==> src/rtl/dsp_mac_pipe.sv <==
// Four-stage signed multiply-accumulate slice: pre-adder, multiplier, post-adder
// with optional saturation, and a bank of per-channel accumulators.
module dsp_mac_pipe #(
    parameter int A_W    = 18,
    parameter int B_W    = 18,
    parameter int P_W    = 48,
    parameter int NCH    = 4,
    parameter bit SAT_EN = 1'b1,
    parameter int CH_W   = (NCH > 1) ? $clog2(NCH) : 1
) (
    input  logic            CLK,
    input  logic            RST,
    input  logic            IN_VALID,
    input  logic [CH_W-1:0] CH,
    input  logic [A_W-1:0]  A,
    input  logic [B_W-1:0]  B,
    input  logic [B_W-1:0]  D,
    input  logic [P_W-1:0]  C,
    input  logic [P_W-1:0]  PCIN,
    input  logic            CARRYIN,
    input  logic [4:0]      OPMODE,
    output logic            OUT_VALID,
    output logic [CH_W-1:0] OUT_CH,
    output logic [P_W-1:0]  P,
    output logic [P_W-1:0]  PCOUT,
    output logic            OVF
);
    localparam int RW = P_W + 2;
    localparam int MW = A_W + B_W + 1;
    localparam logic [CH_W:0] NCH_V = (CH_W + 1)'(NCH);
    localparam logic [P_W-1:0] P_MAX = {1'b0, {(P_W-1){1'b1}}};
    localparam logic [P_W-1:0] P_MIN = {1'b1, {(P_W-1){1'b0}}};

    logic signed [A_W-1:0] a1_q, a2_q;
    logic signed [B_W-1:0] b1_q, d1_q;
    logic signed [P_W-1:0] c1_q, c2_q, c3_q;
    logic                  ci1_q, ci2_q, ci3_q;
    logic [4:0]            op1_q;
    logic [2:0]            op2_q, op3_q;   // {POST_SUB, ZSEL}
    logic [CH_W-1:0]       ch1_q, ch2_q, ch3_q;
    logic                  v1_q, v2_q, v3_q;
    logic signed [B_W:0]   pre_d, pre2_q;
    logic signed [MW-1:0]  m_d, m3_q;

    logic signed [P_W-1:0] acc_q [NCH];
    logic signed [P_W-1:0] acc_rd, z;
    logic signed [RW-1:0]  addend, r_d;
    logic [2:0]            r_top;
    logic                  ovf_d, ch_ok;
    logic [P_W-1:0]        p_d;

    logic            out_valid_q, ovf_q;
    logic [CH_W-1:0] out_ch_q;
    logic [P_W-1:0]  p_q;

    always_comb begin
        pre_d = {b1_q[B_W-1], b1_q};
        if (op1_q[0]) begin
            pre_d = op1_q[1] ? (B_W+1)'(d1_q) - (B_W+1)'(b1_q)
                             : (B_W+1)'(d1_q) + (B_W+1)'(b1_q);
        end
    end

    assign m_d = MW'(a2_q) * MW'(pre2_q);

    always_comb begin
        ch_ok  = ({1'b0, ch3_q} < NCH_V);
        acc_rd = '0;
        if (ch_ok) acc_rd = acc_q[ch3_q];
        z = '0;
        case (op3_q[1:0])
            2'd1:    z = c3_q;
            2'd2:    z = acc_rd;
            2'd3:    z = PCIN;
            default: z = '0;
        endcase
        addend = RW'(m3_q) + RW'({1'b0, ci3_q});
        r_d    = op3_q[2] ? RW'(z) - addend : RW'(z) + addend;
        // R is in range only when the two guard bits match the P_W sign bit
        r_top  = r_d[RW-1:P_W-1];
        ovf_d  = (r_top != 3'b000) && (r_top != 3'b111);
        p_d    = r_d[P_W-1:0];
        if (ovf_d && SAT_EN) p_d = r_d[RW-1] ? P_MIN : P_MAX;
    end

    always_ff @(posedge CLK or posedge RST) begin
        if (RST) begin
            a1_q <= '0; b1_q <= '0; d1_q <= '0; c1_q <= '0; ci1_q <= 1'b0;
            op1_q <= '0; ch1_q <= '0; v1_q <= 1'b0;
            a2_q <= '0; pre2_q <= '0; c2_q <= '0; ci2_q <= 1'b0;
            op2_q <= '0; ch2_q <= '0; v2_q <= 1'b0;
            m3_q <= '0; c3_q <= '0; ci3_q <= 1'b0;
            op3_q <= '0; ch3_q <= '0; v3_q <= 1'b0;
            out_valid_q <= 1'b0; out_ch_q <= '0; p_q <= '0; ovf_q <= 1'b0;
        end else begin
            a1_q <= A; b1_q <= B; d1_q <= D; c1_q <= C; ci1_q <= CARRYIN;
            op1_q <= OPMODE; ch1_q <= CH; v1_q <= IN_VALID;
            a2_q <= a1_q; pre2_q <= pre_d; c2_q <= c1_q; ci2_q <= ci1_q;
            op2_q <= op1_q[4:2]; ch2_q <= ch1_q; v2_q <= v1_q;
            m3_q <= m_d; c3_q <= c2_q; ci3_q <= ci2_q;
            op3_q <= op2_q; ch3_q <= ch2_q; v3_q <= v2_q;
            out_valid_q <= v3_q;
            if (v3_q) begin
                p_q      <= p_d;
                ovf_q    <= ovf_d;
                out_ch_q <= ch3_q;
            end
        end
    end

    always_ff @(posedge CLK or posedge RST) begin
        if (RST) begin
            for (int i = 0; i < NCH; i++) acc_q[i] <= '0;
        end else if (v3_q && ch_ok) begin
            acc_q[ch3_q] <= p_d;
        end
    end

    assign OUT_VALID = out_valid_q;
    assign OUT_CH    = out_ch_q;
    assign P         = p_q;
    assign PCOUT     = p_q;
    assign OVF       = ovf_q;
endmodule

==> config.mk <==
export PLATFORM = sky130hd
export DESIGN_NAME = dsp_mac_pipe
export DESIGN_NICKNAME = d
export VERILOG_FILES = /design/src/rtl/dsp_mac_pipe.sv
export SDC_FILE = /design/constraint.sdc
export NUM_CORES = 2
export LEC_CHECK = 0
export CORE_MARGIN = 3
export CORE_UTILIZATION = 55
export CTS_CLUSTER_SIZE = 12
export DETAILED_ROUTE_END_ITERATION = 10
export GPL_ROUTABILITY_DRIVEN = 0
export PLACE_DENSITY = 0.75
export SLEW_MARGIN = 0
export SYNTH_ARGS = -nofsm -noshare
export SYNTH_HDL_FRONTEND = slang
export SYNTH_SLANG_ARGS = --single-unit
==> constraint.sdc <==
create_clock -name CLK -period 51.2 [get_ports CLK]
set_input_delay 7.68 -clock CLK [delete_from_list [all_inputs] [get_ports CLK]]
set_output_delay 7.68 -clock CLK [all_outputs]
set_load 0.02 [all_outputs]
==> qor.yml <==
clocking:
  cts_hold_buf: 0
  postCtsSetupRepairBufs: 0
  cts_tree: "done"
  htree_levels: 2
  cts_buffer_depth: 3
  cts_sinks: 539
  cts_resized: 0
  cts-buffers-inserted: 58
  cts.clk_slew.worst_paths_ps: 60
  clk-insertion-delay-late_ps: 650
  root_buffer: "clkbuf_16"
min_path:
  hold_class: "reg -> reg"
  min_from: "c2_q[46]"
  min_to: "c3_q[46]"
  min_path_cells: 0
drt:
  drt-vias-per-instance: 5.59
  final_antenna_net_count: 0
  routed-via-count: 26100
  routedWlPerCell_um: 18.4
  drt_first_pass_iters: 6
  post-route-drc-count: 0
  drt_iter0_markers: 2038
  wirelength_um: 86000
global_route:
  grt_pass1_wl_um: 141000
  gr-total-overflow: 0
  grt_max_degree: 181
  grt_pass1_vias: 26500
  antenna_found_initial: 3
  grtUsageTotal_pct: 24.7
die:
  core_area_um2: 67500
  rows: 95
  ios: 261
  die_y_um: 268
  die_x_um: 268
  die_area_um2: 71600
  initial_core_util_pct: 55.8
yosys:
  synth_ff_type: "dfrtp_1"
  ys_ff_latch: 539
  syn_avg_cell_area_um2: 10.4
  syn_inst: 3626
  synth_cell_type_count: 84
  yosysTopAreaCellShare_pct: 35.8
  synth_area_leader_cell: "dfrtp_1"
  ys_seq_area_share_pct: 35.8
  yosys_warnings: 0
  synth_area_leaders: "dfrtp_1, fa_1, ha_1"
  async_flop_share_pct: 100
  synth_edf_count: 0
  syn_area_um2: 37600
  synth_fp_nets: 4299
timing:
  fin_crit_sh_pct: 24.3
  setup_viol: 0
  worstMarginPinSlew_ps: 1100
  rsz0062_at_grt: "false"
  slew_viol_final: 0
  hold-worst-slack_ps: 335
  finClkSkew_ps: 27.8
  worst_slack_ps: 38750
  hold_violations: 0
  timing.fmax_mhz: 80.3
  slew_headroom_pct: 25.8
  fin_crit_ps: 12450
  setup_tns_ps: 0
setup_path:
  cp-end-kind: "flip-flop"
  crit_type: "in -> reg"
  rr_endpoint: "acc_q[110]"
  crit_arrival_ps: 12930
  timing.rr.start: "ci3_q"
  crit_required_ps: 51680
  rrSetupSlack_ps: 43610
  r2r.worst_path.cells: 22
  worstSetupStartpointType: "primary input"
  crit_fanout: 53
place:
  portBuffers: 260
  post-place-ws_ps: 38150
  placed_cell_area_um2: 40500
  hpwlAfterDp_um: 64500
cells_and_area:
  drive_above_1_share_pct: 7.97
  final_area_um2: 42400
  layout.nets: 4424
  area_growth_pct: 12.6
outcome:
  status: "finished clean"
flow_run:
  drv_cap: 0
[how the worst max path moves through the flow]
stage | slack [ps] | from | cells after the start | to
after CTS | 38810 | PCIN[0] | 18 | acc_q[110]
after detailed placement | 38150 | PCIN[0] | 18 | acc_q[96]
after global placement | 38230 | PCIN[0] | 18 | acc_q[97]
after global routing | 38450 | PCIN[0] | 18 | acc_q[96]
after floorplan | 28450 | RST | 1 | OUT_CH[0]
final | 38750 | PCIN[0] | 18 | acc_q[110]
[cell usage after synthesis, types with 13 or more instances]
| master | n |
|---|---|
| o21bai_1 | 19 |
| xor2_1 | 66 |
| nor2_1 | 121 |
| clkbuf_1 | 143 |
| a22o_1 | 51 |
| maj3_4 | 17 |
| a211oi_1 | 18 |
| ha_1 | 165 |
| nor3_1 | 26 |
| a21oi_1 | 133 |
| xnor2_1 | 113 |
| o21a_1 | 13 |
| buf_4 | 52 |
| mux2_2 | 61 |
| and3_1 | 13 |
| nand4_1 | 18 |
| a21o_1 | 37 |
| maj3_2 | 23 |
| nand2_1 | 444 |
| dfrtp_1 | 539 |
| a31oi_1 | 14 |
| inv_1 | 424 |
| fa_1 | 347 |
| mux4_2 | 48 |
| nand2b_1 | 15 |
| nor2b_1 | 21 |
| o21ai_0 | 153 |
| and2_1 | 185 |
| o21ai_1 | 135 |
| nand3_1 | 31 |
[metal layers]
layer	wire, um	part of all wire [%]	track usage [%]
met4	2560	3.0	7.77
met1	36500	42	33.8
met2	41000	48	40.7
met5	0	0	0
met3	5940	6.9	4.05
[cell usage in the layout (no fill, tap or decap), types with 133 or more instances in the layout]
master / n
dfrtp_1: 534
nand2_1: 444
inv_1: 422
fa_1: 347
clkdlybuf4s50_1: 260
and2_1: 185
ha_1: 165
o21ai_0: 153
o21ai_1: 135
a21oi_1: 133
[area by class of cell]
| type | count | area, um^2 |
|---|---|---|
| fillers | 5456 | 25100 |
| multi-input cells | 2449 | 21600 |
| flip-flops and latches | 539 | 13500 |
| repair buffers | 278 | 2750 |
| clock buffers | 82 | 1650 |
| inverters | 425 | 1600 |
| well taps | 873 | 1090 |
| clock inverters | 18 | 231 |
| diodes | 2 | 5.00 |
[through the flow]
| step | cells | utilization (%) |
|---|---|---|
| 2_1_floorplan | 3626 | - |
| 6_report | 4666 | 62.8 |
| 5_1_grt | 4666 | 62.8 |
| 3_3_place_gp | 4564 | 60.0 |
| 3_5_place_dp | 4564 | 60.0 |
| 4_1_cts | 4664 | 62.8 |
[flip-flops by register name, summed over array words and instances (netlist names), 2 cells and up]
name,flops
OUT_CH,2
P,48
a1_q,18
a2_q,18
acc_q,192
b1_q,18
c1_q,48
c2_q,48
c3_q,48
ch1_q,2
ch2_q,2
ch3_q,2
d1_q,18
m3_q,37
op1_q,5
op2_q,3
op3_q,3
pre2_q,19
[kinds of logic after synthesis]
family | count (synthesis) | synth area share [%]
flip-flops | 539 | 35.8
AO/OA/AOI/OAI | 649 | 10.6
buffers and inverters | 638 | 6.98
XOR/XNOR | 181 | 4.28
multiplexers | 115 | 4.86
AND/OR/NAND/NOR | 949 | 12.2
adder cells (fa/ha/maj) | 555 | 25.3
[worst max-delay path: stages]
cell and delay, ps:
clkdlybuf4s50_1 400, mux2_2 260, a22oi_1 140, ha_1 200, inv_1 60, fa_1 420, a211oi_1 260, o21bai_1 150
a31o_2 300, or4_1 580, nor4bb_1 220, o21ai_0 220, a31oi_1 190, a221o_1 430, xor2_4 150, buf_4 690
maj3_2 420, o21ai_1 100
Power is not shown: default switching activity piles up to over one toggle a cycle in this logic, so the estimate is an artifact.
